### config.mk
export PLATFORM = sky130hd
export DESIGN_NAME = span_fill_flat
export DESIGN_NICKNAME = d
export VERILOG_FILES = /design/src/rtl/span_fill_pkg.sv /design/src/rtl/span_fill_if.sv /design/src/rtl/span_fill_clip.sv /design/src/rtl/span_fill.sv /design/src/flat_wrapper.sv
export SDC_FILE = /design/constraint.sdc
export NUM_CORES = 1
export LEC_CHECK = 0
export ABC_AREA = 1
export CAP_MARGIN = 20
export CORE_UTILIZATION = 41
export DETAILED_ROUTE_END_ITERATION = 8
export PLACE_DENSITY = 0.84
export SLEW_MARGIN = 5
export SYNTH_ARGS = -nofsm -noshare
export SYNTH_HDL_FRONTEND = slang
export SYNTH_HIERARCHICAL = 1
export SYNTH_SLANG_ARGS = --single-unit
### constraint.sdc
create_clock -name wb_clk_i -period 2.35 [get_ports wb_clk_i]
set_clock_uncertainty 0.05 [all_clocks]
set_input_delay 0.3525 -clock wb_clk_i [delete_from_list [all_inputs] [get_ports wb_clk_i]]
set_output_delay 0.3525 -clock wb_clk_i [all_outputs]
set_load 0.05 [all_outputs]
### src/rtl/span_fill_pkg.sv
// Shared widths, clear values and FSM state encoding for the span_fill scanline writer.
// Every other file in this block imports this package.
package span_fill_pkg;

    localparam int LINE_WIDTH = 256;
    localparam int RAM_A_BITS = 8;
    localparam int RAM_D_BITS = 8;
    localparam int X_BITS     = 10;

    localparam logic [23:0]           BG_RGB    = 24'h000000;
    localparam logic [RAM_D_BITS-1:0] DEPTH_FAR = 8'hFF;

    typedef enum logic [1:0] {
        ST_IDLE  = 2'd0,
        ST_CLEAR = 2'd1,
        ST_RD    = 2'd2,
        ST_WR    = 2'd3
    } state_t;

    // One line-buffer word across the four SRAMs, r in the MSBs.
    typedef struct packed {
        logic [RAM_D_BITS-1:0] r;
        logic [RAM_D_BITS-1:0] g;
        logic [RAM_D_BITS-1:0] b;
        logic [RAM_D_BITS-1:0] d;
    } pixel_t;

endpackage

### src/rtl/span_fill_if.sv
// Request handshake plus render-side line-buffer bus of span_fill.
// slave = span_fill itself, master = the span producer / line-buffer owner.
interface span_fill_if;
    import span_fill_pkg::*;

    logic                  clear_valid;
    logic                  clear_ready;
    logic                  span_valid;
    logic                  span_ready;
    logic [X_BITS-1:0]     span_x_start;
    logic [X_BITS-1:0]     span_x_end;
    logic [23:0]           span_rgb;
    logic [RAM_D_BITS-1:0] span_depth;
    logic                  busy;
    logic [RAM_A_BITS-1:0] buf_a;
    logic                  buf_cen;
    logic                  buf_gwen;
    logic [RAM_D_BITS-1:0] buf_wen;
    logic [RAM_D_BITS-1:0] buf_r_d;
    logic [RAM_D_BITS-1:0] buf_g_d;
    logic [RAM_D_BITS-1:0] buf_b_d;
    logic [RAM_D_BITS-1:0] buf_d_d;
    logic [RAM_D_BITS-1:0] buf_d_q;

    modport slave (
        input  clear_valid, span_valid, span_x_start, span_x_end, span_rgb, span_depth, buf_d_q,
        output clear_ready, span_ready, busy, buf_a, buf_cen, buf_gwen, buf_wen,
               buf_r_d, buf_g_d, buf_b_d, buf_d_d
    );

    modport master (
        output clear_valid, span_valid, span_x_start, span_x_end, span_rgb, span_depth, buf_d_q,
        input  clear_ready, span_ready, busy, buf_a, buf_cen, buf_gwen, buf_wen,
               buf_r_d, buf_g_d, buf_b_d, buf_d_d
    );

endinterface

### src/rtl/span_fill_clip.sv
// Combinational span clipper: clamps x_end to the last pixel of the line and flags
// spans that touch no pixel at all.
module span_clip
    import span_fill_pkg::*;
#(
    parameter int P_LINE_WIDTH = LINE_WIDTH
) (
    input  logic [X_BITS-1:0] i_x_start,
    input  logic [X_BITS-1:0] i_x_end,
    output logic [X_BITS-1:0] o_x_end_clip,
    output logic              o_empty
);

    localparam logic [X_BITS-1:0] X_LAST = X_BITS'(P_LINE_WIDTH - 1);

    assign o_x_end_clip = (i_x_end > X_LAST) ? X_LAST : i_x_end;
    assign o_empty      = (i_x_start > X_LAST) || (i_x_start > o_x_end_clip);

endmodule

### src/rtl/span_fill.sv
// Render-side scanline writer: clears the line buffer, then fills depth-tested spans
// with a read-compare-write pair per pixel.
module span_fill
    import span_fill_pkg::*;
#(
    parameter int                    P_LINE_WIDTH = LINE_WIDTH,
    parameter logic [23:0]           P_BG_RGB     = BG_RGB,
    parameter logic [RAM_D_BITS-1:0] P_DEPTH_FAR  = DEPTH_FAR
) (
    input  logic       wb_clk_i,
    input  logic       wb_rst_i,
    span_fill_if.slave bus
);

    localparam logic [X_BITS-1:0] X_LAST = X_BITS'(P_LINE_WIDTH - 1);

    state_t                r_state_reg, r_state_next;
    logic [X_BITS-1:0]     r_x_reg, r_x_next;
    logic [X_BITS-1:0]     r_end_reg, r_end_next;
    logic                  r_ready_reg, r_ready_next;
    logic                  r_busy_reg, r_busy_next;
    logic [RAM_A_BITS-1:0] r_a_reg, r_a_next;
    logic                  r_cen_reg, r_cen_next;
    logic                  r_gwen_reg, r_gwen_next;
    logic                  r_wr_reg, r_wr_next;
    logic [RAM_D_BITS-1:0] r_wen_reg, r_wen_next;
    pixel_t                r_pix_reg, r_pix_next;

    logic [X_BITS-1:0] w_end_clip;
    logic              w_empty;
    logic              w_clear_fire;
    logic              w_span_fire;
    logic [X_BITS-1:0] w_x_inc;

    span_clip #(
        .P_LINE_WIDTH (P_LINE_WIDTH)
    ) u_clip (
        .i_x_start    (bus.span_x_start),
        .i_x_end      (bus.span_x_end),
        .o_x_end_clip (w_end_clip),
        .o_empty      (w_empty)
    );

    // Clear has priority: a simultaneous span simply sees no ready and waits.
    assign w_clear_fire = r_ready_reg & bus.clear_valid;
    assign w_span_fire  = r_ready_reg & bus.span_valid & ~bus.clear_valid;
    assign w_x_inc      = X_BITS'(r_x_reg + 1'b1);

    always_comb begin
        r_state_next = r_state_reg;
        r_x_next     = r_x_reg;
        r_end_next   = r_end_reg;
        r_a_next     = r_a_reg;
        r_cen_next   = 1'b1;
        r_gwen_next  = 1'b1;
        r_wen_next   = '1;
        r_wr_next    = 1'b0;
        r_pix_next   = r_pix_reg;

        case (r_state_reg)
            ST_IDLE: begin
                if (w_clear_fire) begin
                    r_state_next = ST_CLEAR;
                    r_x_next     = '0;
                    r_a_next     = '0;
                    r_cen_next   = 1'b0;
                    r_gwen_next  = 1'b0;
                    r_wen_next   = '0;
                    r_pix_next   = pixel_t'({P_BG_RGB, P_DEPTH_FAR});
                end else if (w_span_fire && !w_empty) begin
                    r_state_next = ST_RD;
                    r_x_next     = bus.span_x_start;
                    r_end_next   = w_end_clip;
                    r_a_next     = bus.span_x_start[RAM_A_BITS-1:0];
                    r_cen_next   = 1'b0;
                    r_pix_next   = pixel_t'({bus.span_rgb, bus.span_depth});
                end
            end
            ST_CLEAR: begin
                if (r_x_reg == X_LAST) begin
                    r_state_next = ST_IDLE;
                end else begin
                    r_x_next    = w_x_inc;
                    r_a_next    = w_x_inc[RAM_A_BITS-1:0];
                    r_cen_next  = 1'b0;
                    r_gwen_next = 1'b0;
                    r_wen_next  = '0;
                end
            end
            ST_RD: begin
                r_state_next = ST_WR;
                r_cen_next   = 1'b0;
                r_wen_next   = '0;
                r_wr_next    = 1'b1;
            end
            ST_WR: begin
                if (r_x_reg == r_end_reg) begin
                    r_state_next = ST_IDLE;
                end else begin
                    r_state_next = ST_RD;
                    r_x_next     = w_x_inc;
                    r_a_next     = w_x_inc[RAM_A_BITS-1:0];
                    r_cen_next   = 1'b0;
                end
            end
            default: r_state_next = ST_IDLE;
        endcase

        r_ready_next = (r_state_next == ST_IDLE);
        r_busy_next  = (r_state_next != ST_IDLE);
    end

    always_ff @(posedge wb_clk_i) begin
        if (wb_rst_i) begin
            r_state_reg <= ST_IDLE;
            r_x_reg     <= '0;
            r_end_reg   <= '0;
            r_ready_reg <= 1'b0;
            r_busy_reg  <= 1'b0;
            r_a_reg     <= '0;
            r_cen_reg   <= 1'b1;
            r_gwen_reg  <= 1'b1;
            r_wr_reg    <= 1'b0;
            r_wen_reg   <= '1;
            r_pix_reg   <= '0;
        end else begin
            r_state_reg <= r_state_next;
            r_x_reg     <= r_x_next;
            r_end_reg   <= r_end_next;
            r_ready_reg <= r_ready_next;
            r_busy_reg  <= r_busy_next;
            r_a_reg     <= r_a_next;
            r_cen_reg   <= r_cen_next;
            r_gwen_reg  <= r_gwen_next;
            r_wr_reg    <= r_wr_next;
            r_wen_reg   <= r_wen_next;
            r_pix_reg   <= r_pix_next;
        end
    end

    assign bus.clear_ready = r_ready_reg;
    assign bus.span_ready  = r_ready_reg & ~bus.clear_valid;
    assign bus.busy        = r_busy_reg;
    assign bus.buf_a       = r_a_reg;
    assign bus.buf_cen     = r_cen_reg;
    assign bus.buf_wen     = r_wen_reg;
    assign bus.buf_r_d     = r_pix_reg.r;
    assign bus.buf_g_d     = r_pix_reg.g;
    assign bus.buf_b_d     = r_pix_reg.b;
    assign bus.buf_d_d     = r_pix_reg.d;

    // The old depth only arrives during the WR cycle itself, so the write strobe is
    // the one place where the SRAM read data gates a registered output.
    assign bus.buf_gwen = r_gwen_reg & ~(r_wr_reg & (r_pix_reg.d < bus.buf_d_q));

endmodule

### src/flat_wrapper.sv
// flat-port wrapper written by rule: the top's interface ports become plain ports
module span_fill_flat import span_fill_pkg::*;
#(
    parameter int                    P_LINE_WIDTH = LINE_WIDTH,
    parameter logic [23:0]           P_BG_RGB     = BG_RGB,
    parameter logic [RAM_D_BITS-1:0] P_DEPTH_FAR  = DEPTH_FAR
)
  (wb_clk_i, wb_rst_i, bus_clear_valid, bus_span_valid, bus_span_x_start, bus_span_x_end, bus_span_rgb, bus_span_depth, bus_buf_d_q, bus_clear_ready, bus_span_ready, bus_busy, bus_buf_a, bus_buf_cen, bus_buf_gwen, bus_buf_wen, bus_buf_r_d, bus_buf_g_d, bus_buf_b_d, bus_buf_d_d);
  span_fill_if bus_i ();
  input  logic wb_clk_i;
  input  logic wb_rst_i;
  input wire logic [$bits(bus_i.clear_valid)-1:0] bus_clear_valid;
  input wire logic [$bits(bus_i.span_valid)-1:0] bus_span_valid;
  input wire logic [$bits(bus_i.span_x_start)-1:0] bus_span_x_start;
  input wire logic [$bits(bus_i.span_x_end)-1:0] bus_span_x_end;
  input wire logic [$bits(bus_i.span_rgb)-1:0] bus_span_rgb;
  input wire logic [$bits(bus_i.span_depth)-1:0] bus_span_depth;
  input wire logic [$bits(bus_i.buf_d_q)-1:0] bus_buf_d_q;
  output wire logic [$bits(bus_i.clear_ready)-1:0] bus_clear_ready;
  output wire logic [$bits(bus_i.span_ready)-1:0] bus_span_ready;
  output wire logic [$bits(bus_i.busy)-1:0] bus_busy;
  output wire logic [$bits(bus_i.buf_a)-1:0] bus_buf_a;
  output wire logic [$bits(bus_i.buf_cen)-1:0] bus_buf_cen;
  output wire logic [$bits(bus_i.buf_gwen)-1:0] bus_buf_gwen;
  output wire logic [$bits(bus_i.buf_wen)-1:0] bus_buf_wen;
  output wire logic [$bits(bus_i.buf_r_d)-1:0] bus_buf_r_d;
  output wire logic [$bits(bus_i.buf_g_d)-1:0] bus_buf_g_d;
  output wire logic [$bits(bus_i.buf_b_d)-1:0] bus_buf_b_d;
  output wire logic [$bits(bus_i.buf_d_d)-1:0] bus_buf_d_d;
  assign bus_i.clear_valid = bus_clear_valid;
  assign bus_i.span_valid = bus_span_valid;
  assign bus_i.span_x_start = bus_span_x_start;
  assign bus_i.span_x_end = bus_span_x_end;
  assign bus_i.span_rgb = bus_span_rgb;
  assign bus_i.span_depth = bus_span_depth;
  assign bus_i.buf_d_q = bus_buf_d_q;
  assign bus_clear_ready = bus_i.clear_ready;
  assign bus_span_ready = bus_i.span_ready;
  assign bus_busy = bus_i.busy;
  assign bus_buf_a = bus_i.buf_a;
  assign bus_buf_cen = bus_i.buf_cen;
  assign bus_buf_gwen = bus_i.buf_gwen;
  assign bus_buf_wen = bus_i.buf_wen;
  assign bus_buf_r_d = bus_i.buf_r_d;
  assign bus_buf_g_d = bus_i.buf_g_d;
  assign bus_buf_b_d = bus_i.buf_b_d;
  assign bus_buf_d_d = bus_i.buf_d_d;
  span_fill #(.P_LINE_WIDTH(P_LINE_WIDTH), .P_BG_RGB(P_BG_RGB), .P_DEPTH_FAR(P_DEPTH_FAR)) u_core (.wb_clk_i(wb_clk_i), .wb_rst_i(wb_rst_i), .bus(bus_i));
endmodule
==> run metrics, run 1 <==
1st-iter DRT viols=434; Routed Wire Length=11700 um; Async SR Flop Fraction=0%; area grow syn2layout=59.3%; critical path arrival=2640 ps; router iterations before antenna repair=7; H-tree depth=3; post-DP HPWL=6910 um; period utilisation layout=103%; Clock Path Buffers=2; Initial Utilization=42.7%; #FFs+latches synth=60; final instance area=5280 um^2; post-synth top area share=36.3%; YS warnings=6; ANT nets after route=0; Final min period=2410 ps; Post-synth EDFFs=0; ANT cells=0; Syn Area/Cell=6.89 um^2; Worst Path Max Fanout=4; synthesized cell area=3310 um^2; core area=7770 um^2; P_leak=2.27 nW; placed inst area=4630 um^2; WHS Path Cells=2; top post-synthesis cells by area=dfxtp_1 36%, nand2_1 16%, a21oi_1 7.3%, inv_1 7.0%, ha_1 6.8%; RePlAce Congestion=0.937; largest net degree at the start of global routing=28; WL per Instance=16.2 um; Root Buffer=clkbuf_8; Slew Limit Fails=0; die area=8440 um^2; most common cell in the synthesized netlist=nand2_1; GRT Residual Overflow=0; crit path kind=in2reg; VDD IR max=0.291 mV; hold crit path type=reg2reg; first-pass GRT wire length=16800 um; Design Power=3.19 mW; Clock Latency Late Sink=350 ps; RSZ-0062 raised after global routing=true; # DRC=0; most used flip-flop cell after synthesis=dfxtp_1; Syn Inst Count=481; Worst setup EP type=flip-flop; vias in the first global route=3646; row count=32; Max Cap Viol=0; Startpoint Class=primary input; sum of negative setup slack=-67.3 ps; failing checks=setup timing; Layout Nets=694; initial antenna violation count=0; f_max=0.414 GHz; worst relative slew slack=63.7%; Die X=91.9 um; DR vias/cell=5.45; die height=91.9 um; status=finished, violations left; PwrDens=604 nW/um^2; total CTS buffers=9; largest area contributor in the netlist=dfxtp_1; layout cells sized above 1=18.2%; most frequent cells after synthesis=139 x nand2_1, 62 x inv_1, 60 x dfxtp_1, 48 x a21oi_1, 41 x nor2_1; setup ws final=-64.6 ps; DR vias=3912; Seq/Total Area, Yosys=36.3%; Final Hold Viols=0; CTS tree=built; Synth cell types=33; Sink Count=60; Clock Pin Slew Worst Setup and Hold Paths=70 ps; Hold-fix buffers, CTS=0; # IOs=117; Slew @ Worst Pin=542 ps; GRT Util Overall=25.1%; R2R depth=10; final setup violating endpoints=2; Port Buffers=116; Req. time, crit path=2570 ps
==> placed cells by master, fill, tap and decap left out, types with 2 or more instances in the layout <==
| cell | count |
|---|---|
| a21oi_1 | 45 |
| nand2_1 | 132 |
| nor2_1 | 30 |
| buf_6 | 7 |
| clkbuf_8 | 11 |
| dlygate4sd2_1 | 4 |
| dlymetal6s2s_1 | 7 |
| nor2_2 | 6 |
| buf_16 | 2 |
| bufinv_16 | 2 |
| buf_12 | 5 |
| nand3_1 | 20 |
| nand3_2 | 3 |
| nand4_1 | 6 |
| nand2_4 | 2 |
| inv_1 | 59 |
| clkbuf_16 | 3 |
| conb_1 | 4 |
| inv_2 | 2 |
| o21ai_0 | 14 |
| ha_1 | 12 |
| dfxtp_1 | 60 |
| clkdlybuf4s50_1 | 101 |
| o221a_2 | 8 |
| a21oi_2 | 3 |
| a22oi_1 | 3 |
| a21boi_0 | 2 |
| ha_4 | 6 |
| buf_4 | 24 |
| nand2_2 | 10 |
| nor2_4 | 9 |
==> final timing paths <==
path                            slack [ps]             startpoint                    end
worst min-delay path                   410  u_core/bus.buf_b_d[5]  u_core/bus.buf_b_d[5]
worst max-delay path                   -60    bus_span_x_start[9]      u_core/r_x_reg[8]
worst max register to register         120      u_core/r_x_reg[1]      u_core/r_x_reg[9]
worst min register to register         410  u_core/bus.buf_b_d[5]  u_core/bus.buf_b_d[5]
==> power by group <==
part | switching, mW | internal [mW] | leakage [nW]
logic | 0.554 | 0.424 | 1.67
clock network | 0.429 | 0.647 | 0.111
registers | 0.0634 | 1.07 | 0.488
total | 1.05 | 2.14 | 2.27
==> per-layer routing <==
layer | wire (um) | share of wire [%] | track usage, %
met1 | 4080 | 35 | 26.8
met2 | 5880 | 50 | 43.9
met3 | 988 | 8.5 | 6.30
met4 | 718 | 6.2 | 15.8
met5 | 0 | 0 | 0
==> final cells by class <==
| class | instances | area, um^2 |
|---|---|---|
| clock inverters | 4 | 72.6 |
| inverters | 64 | 253 |
| repair buffers | 153 | 1620 |
| clock buffers | 11 | 151 |
| fillers | 576 | 2490 |
| multi-input cells | 324 | 1850 |
| flip-flops and latches | 60 | 1200 |
| well taps | 102 | 128 |
==> logic make-up after synthesis <==
logic type / after synthesis / share of synthesized area (%)
buf+inv: 99 / 14.4
other cells: 2 / 0.227
fa+ha+maj: 18 / 6.80
simple gates: 222 / 28.0
compound gates: 79 / 14.1
xor+xnor: 1 / 0.264
flops: 60 / 36.3
==> through the flow <==
stage | worst slack [ps] | hold slack [ps] | std cells | util (%)
6_report | -64.6 | 407 | 718 | 67.9
5_1_grt | -225 | 428 | 718 | 67.9
4_1_cts | 2.65 | 412 | 717 | 65.4
3_5_place_dp | -581 | 402 | 691 | 59.7
3_3_place_gp | -455 | 396 | 691 | 59.7
2_1_floorplan | 34.4 | 394 | 483 | -
==> critical path, cell delays in order <==
cell and delay (ps):
clkdlybuf4s50_1 530, ha_4 220, nand2_2 90, inv_1 60, a21oi_2 110, nand3_1 70, nand2_1 60, nand2_1 60
nor2_2 140, nand2_1 80, nand2_2 110, nand2_2 80, nor2_4 160, buf_6 150, buf_16 120, a21oi_1 70
nor2_1 170
==> repair_timing <==
item | in CTS | in global routing
setup endpoints to repair | 53 | 54
setup buffers | 8 | 3
gates resized for setup | 35 | 42
gates cloned | 3 | 3
pin swaps | 27 | 29
Note: power is estimated with default switching activity, not from simulation.
==> inputs of run 2 (changes only) <==
MAX_ROUTING_LAYER = met4   (was not set)
PLACE_DENSITY = 0.77   (was 0.84)
==> run metrics, run 2 (synthesis gave the netlist of run 1 again) <==
post-DP HPWL=6840 um (-1.0%); Initial Utilization=42.7% (unchanged); Worst setup EP type=output port; ANT nets after route=0 (unchanged); P_leak=2.24 nW (-1.4%); most frequent cells in the layout=133 x nand2_1, 100 x clkdlybuf4s50_1, 60 x dfxtp_1; WHS=406 ps (-0.918 ps); critical path arrival=1880 ps (-760 ps); crit path kind=in2out; area grow syn2layout=53.9%; Slowest Stage Delay on Critical Path=460 ps (-70 ps); largest net degree at the start of global routing=32 (+14%); DR vias/cell=4.92 (-9.8%); GRT Util Overall=22.7% (-2.3 points); worst relative slew slack=64.0% (+0.25 points); RePlAce Congestion=0.923 (-1.5%); row count=32 (unchanged); Die X=91.9 um (unchanged); RSZ-0062 raised after global routing=true; Hold-fix buffers, CTS=0 (unchanged); Final Hold Viols=0 (unchanged); Startpoint Class=primary input; Clock Path Buffers=2 (unchanged); slowest cell on the critical path=clkdlybuf4s50_1; Clock Pin Slew Worst Setup and Hold Paths=70 ps (about the same); vias in the first global route=3259 (-11%); Max Cap Viol=0 (unchanged); core area=7770 um^2 (unchanged); Port Buffers=116 (unchanged); Sink Count=60 (unchanged); layout cells sized above 1=17.6% (-0.61 points); first-pass GRT wire length=15000 um (-11%); # DRC=0 (unchanged); commonest non-fill, non-tap cell in the layout=nand2_1; Routed Wire Length=9540 um (-18%); # IOs=117 (unchanged); H-tree depth=3 (unchanged); Layout Nets=687 (-1.0%); CP cell instances=clkdlybuf4s50_1 > inv_1 > ha_1 > nand2_2 > nor2_1 > a211oi_1 > nand3_1 > nand2_1 > inv_2 > buf_12; ANT cells=0 (unchanged); Clock Latency Late Sink=330 ps (-20 ps); final setup violating endpoints=0 (-2); die height=91.9 um (unchanged); f_max=0.437 GHz (+5.6%); 1st-iter DRT viols=170 (-61%); GRT Residual Overflow=0 (unchanged); sum of negative setup slack=0 ps (+67.3 ps); final instance area=5100 um^2 (-3.4%); period utilisation layout=97.3% (-5.5 points); placed inst area=4600 um^2 (-0.65%); Root Buffer=clkbuf_8; FILL cells=644 (+12%); CTS tree=built; Req. time, crit path=1950 ps (-620 ps); Final min period=2290 ps (-129 ps); hold crit path type=reg2reg; router iterations before antenna repair=4 (-3); Final Non-Filler Cells=711 (-0.97%); DR vias=3496 (-11%); VDD IR max=0.295 mV (+1.2%); Slew @ Worst Pin=539 ps (-3.67 ps); status=completed; Placed Cells=692 (+0.14%); initial antenna violation count=0 (unchanged); WL per Instance=13.4 um (-17%); die area=8440 um^2 (unchanged); Worst Path Max Fanout=2 (-2); Util after Layout=65.6% (-2.3 points); Slew Limit Fails=0 (unchanged); total CTS buffers=9 (unchanged); PwrDens=580 nW/um^2 (-4.0%)
## run 2: cell types whose count changed in the layout (fill, tap and decap cells not counted), moves of 2 or more
cell,change
buf_6,-3
o21ai_0,-2
nand3_2,+4
buf_12,-2
a21oi_2,-2
clkbuf_16,-2
dlymetal6s2s_1,+5
dlygate4sd2_1,-4
a21oi_1,+2
inv_2,+2
buf_16,-2
nand3_1,-4
## run 2: per-stage QoR
stage               power [mW]  setup slack, ps
global placement          1.94             -481
CTS                       2.92             35.6
detailed placement        1.96             -574
floorplan                 1.67             34.4
global route              3.11            -53.7
finish                    2.96             63.9
## run 2: final timing paths
kind	from	end	slack (ps)	cells past startpoint
setup / recovery	bus_buf_d_q[6]	bus_buf_gwen	60	10
hold / removal	u_core/bus.buf_g_d[1]	u_core/bus.buf_g_d[1]	410	2
setup reg to reg	u_core/r_x_reg[7]	u_core/r_x_reg[5]	510	10
hold reg to reg	u_core/bus.buf_g_d[1]	u_core/bus.buf_g_d[1]	410	2
## run 2: what timing repair did
action,4_1_cts,5_1_grt
gates cloned,0,1
resized for setup,21,50
hold endpoints to repair,0,0
setup endpoints to repair,52,53
buffers inserted,0,3
pin swaps,11,28
## run 2: report_power, final
part | internal, mW | switching (mW) | leakage, nW
clock network | 0.540 | 0.412 | 0.105
registers | 1.07 | 0.0662 | 0.488
logic | 0.374 | 0.495 | 1.65
total | 1.98 | 0.973 | 2.24
## run 2: area by class of cell
| cell class | count | area (um^2) | share of cell area [%] |
|---|---|---|---|
| inverter | 64 | 248 | 4.86 |
| clock inverter | 4 | 48.8 | 0.957 |
| clock buffer | 11 | 151 | 2.97 |
| sequential | 60 | 1200 | 23.6 |
| tap | 102 | 128 | 2.50 |
| multi-input combinational | 324 | 1850 | 36.2 |
| timing repair buffer | 146 | 1470 | 28.9 |
## run 2: critical path: cells and delay by family
family,cells,cell delay (ps)
compound gates,1,210
buf+inv,4,710
simple gates,4,320
fa+ha+maj,1,290
## run 2: routing by layer
metal	share of wire [%]	track usage (%)	vias to the layer above	wire [um]
met5	0	-	-	0
met4	2.1	8.33	0	204
met3	5.5	4.31	19	526
met2	51	39.3	132	4870
met1	41	26.1	1585	3940
li1	-	-	1760	-
==> inputs of run 3 (changes only) <==
CORE_UTILIZATION = 45   (was 41)
PLACE_DENSITY = 0.8   (was 0.77)
clock period = 2.2 ns   (was 2.35 ns; I/O delays follow)
==> run metrics, run 3 (synthesis gave the netlist of run 1 again) <==
Clock Latency Late Sink=340 ps (about the same); Sink Count=60 (unchanged); Routed Wire Length=9720 um (+1.9%); Final min period=2160 ps; R2R depth=8 (-2); setup ws final=41.3 ps (-22.6 ps); Worst setup EP type=output port; CP top delay family=buffers and inverters; Slowest Stage Delay on Critical Path=450 ps (about the same); total CTS buffers=9 (unchanged); Util after Layout=73.5% (+7.9 points); Final Non-Filler Cells=707 (-0.56%); P_leak=2.19 nW (-2.2%); area grow syn2layout=54.1%; commonest non-fill, non-tap cell in the layout=nand2_1; RePlAce Congestion=0.902 (-2.3%); Final Hold Viols=0 (unchanged); Startpoint Class=primary input; Placed Cells=688 (-0.58%); Worst Path Max Fanout=1 (-1); Max Cap Viol=0 (unchanged); RR Startpoint=u_core/r_x_reg[5]; ANT nets after route=0 (unchanged); Worst Setup EP=bus_buf_gwen; initial antenna violation count=0 (unchanged); placed inst area=4680 um^2 (+1.6%); Clock Path Buffers=2 (unchanged); crit path kind=in2out; RR Endpoint=u_core/r_x_reg[2]; period utilisation layout=98.1%; core area=6940 um^2 (-11%); Critical path origin=bus_buf_d_q[4]; final setup violating endpoints=0 (unchanged); GRT Residual Overflow=0 (unchanged); Slew Limit Fails=0 (unchanged); Root Buffer=clkbuf_8; row count=30 (-6.3%); die area=7710 um^2 (-8.7%); worst relative slew slack=64.0% (about the same); WL per Instance=13.7 um (+2.4%); slowest cell on the critical path=clkdlybuf4s50_1; final instance area=5100 um^2 (+0.15%); H-tree depth=3 (unchanged); f_max=0.463 GHz; Hold-fix buffers, CTS=0 (unchanged); Placement Setup Slack=-676 ps (-103 ps); VDD IR max=0.401 mV (+36%); vias in the first global route=3218 (-1.3%); Req. time, crit path=1820 ps (-130 ps); die height=87.8 um (-4.5%); Design Power=3.14 mW (+6.3%); crit path buf inv count=4 (unchanged); GRT Util Overall=25.6% (+2.8 points); status=completed; hold crit path type=reg2reg; sum of negative setup slack=0 ps (unchanged); largest net degree at the start of global routing=28 (-13%); Layout Nets=688 (+0.15%); PwrDens=615 nW/um^2 (+6.1%); Slew @ Worst Pin=538 ps (-0.683 ps); Initial Utilization=47.7% (+5.1 points); Port Buffers=116 (unchanged); 1st-iter DRT viols=236 (+39%); DR vias/cell=4.93 (+0.25%); ANT cells=0 (unchanged); # DRC=0 (unchanged); R2R setup slack=220 ps (-290 ps); FILL cells=543 (-16%); Clock Pin Slew Worst Setup and Hold Paths=70 ps (about the same); Die X=87.8 um (-4.5%); most frequent cells in the layout=127 x nand2_1, 93 x clkdlybuf4s50_1, 60 x dfxtp_1; router iterations before antenna repair=4 (unchanged); post-DP HPWL=6870 um (+0.51%); Crit. path cell count=10 (unchanged); layout cells sized above 1=19.0% (+1.4 points); # IOs=117 (unchanged); RSZ-0062 raised after global routing=true; CTS tree=built; DR vias=3485 (-0.31%); first-pass GRT wire length=14800 um (-1.1%); CP cell instances=clkdlybuf4s50_1 > inv_1 > ha_1 > a21oi_4 > nor2_2 > a211oi_2 > nand3_1 > nand2_1 > inv_2 > buf_12; critical path arrival=1780 ps (-100 ps); WHS=410 ps (+3.18 ps); Hold Startpoint=u_core/bus.buf_b_d[6]
-- run 3: layer usage --
metal	wire (um)	vias to the layer above	part of all wire, %	global-route usage, %
met5	0	-	0	-
met4	216	0	2.2	9.84
met3	450	20	4.6	3.58
met2	5000	111	51	43.5
met1	4050	1594	42	30.4
li1	-	1760	-	-
-- run 3: layout make-up --
class,count,area [um^2],area share [%]
Tap cell,96,120,2.35
Clock inverter,6,63.8,1.25
Multi-Input combinational cell,324,1870,36.7
Timing Repair Buffer,147,1470,28.8
Clock buffer,10,128,2.50
Sequential cell,60,1200,23.5
Inverter,64,245,4.80
-- run 3: worst reg2reg max path, stage by stage (launching register included) --
cell,delay (ps)
dfxtp_1,570
inv_1,80
nand2_1,70
nand4_1,110
nor2_1,230
nand3_1,280
buf_4,290
a21oi_1,140
nor2_1,60
-- run 3: worst min path at each step --
stage	cells after the start	slack, ps	endpoint
floorplan	2	390	u_core/r_end_reg[0]
global placement	2	400	u_core/bus.buf_b_d[5]
detailed placement	2	400	u_core/bus.buf_b_d[5]
CTS	2	410	u_core/bus.buf_b_d[5]
global route	2	430	u_core/bus.buf_b_d[6]
finish	2	410	u_core/bus.buf_b_d[6]
-- run 3: report_power, final --
group / switching (mW) / internal (mW)
combinational: 0.541 / 0.411
clock: 0.452 / 0.523
sequential: 0.0721 / 1.14
total: 1.07 / 2.08
-- run 3: repair_timing --
| item | in CTS | in global routing |
|---|---|---|
| pin swaps | 26 | 24 |
| gates resized for setup | 44 | 38 |
| buffers inserted | 2 | 1 |
| setup endpoints to repair | 57 | 54 |
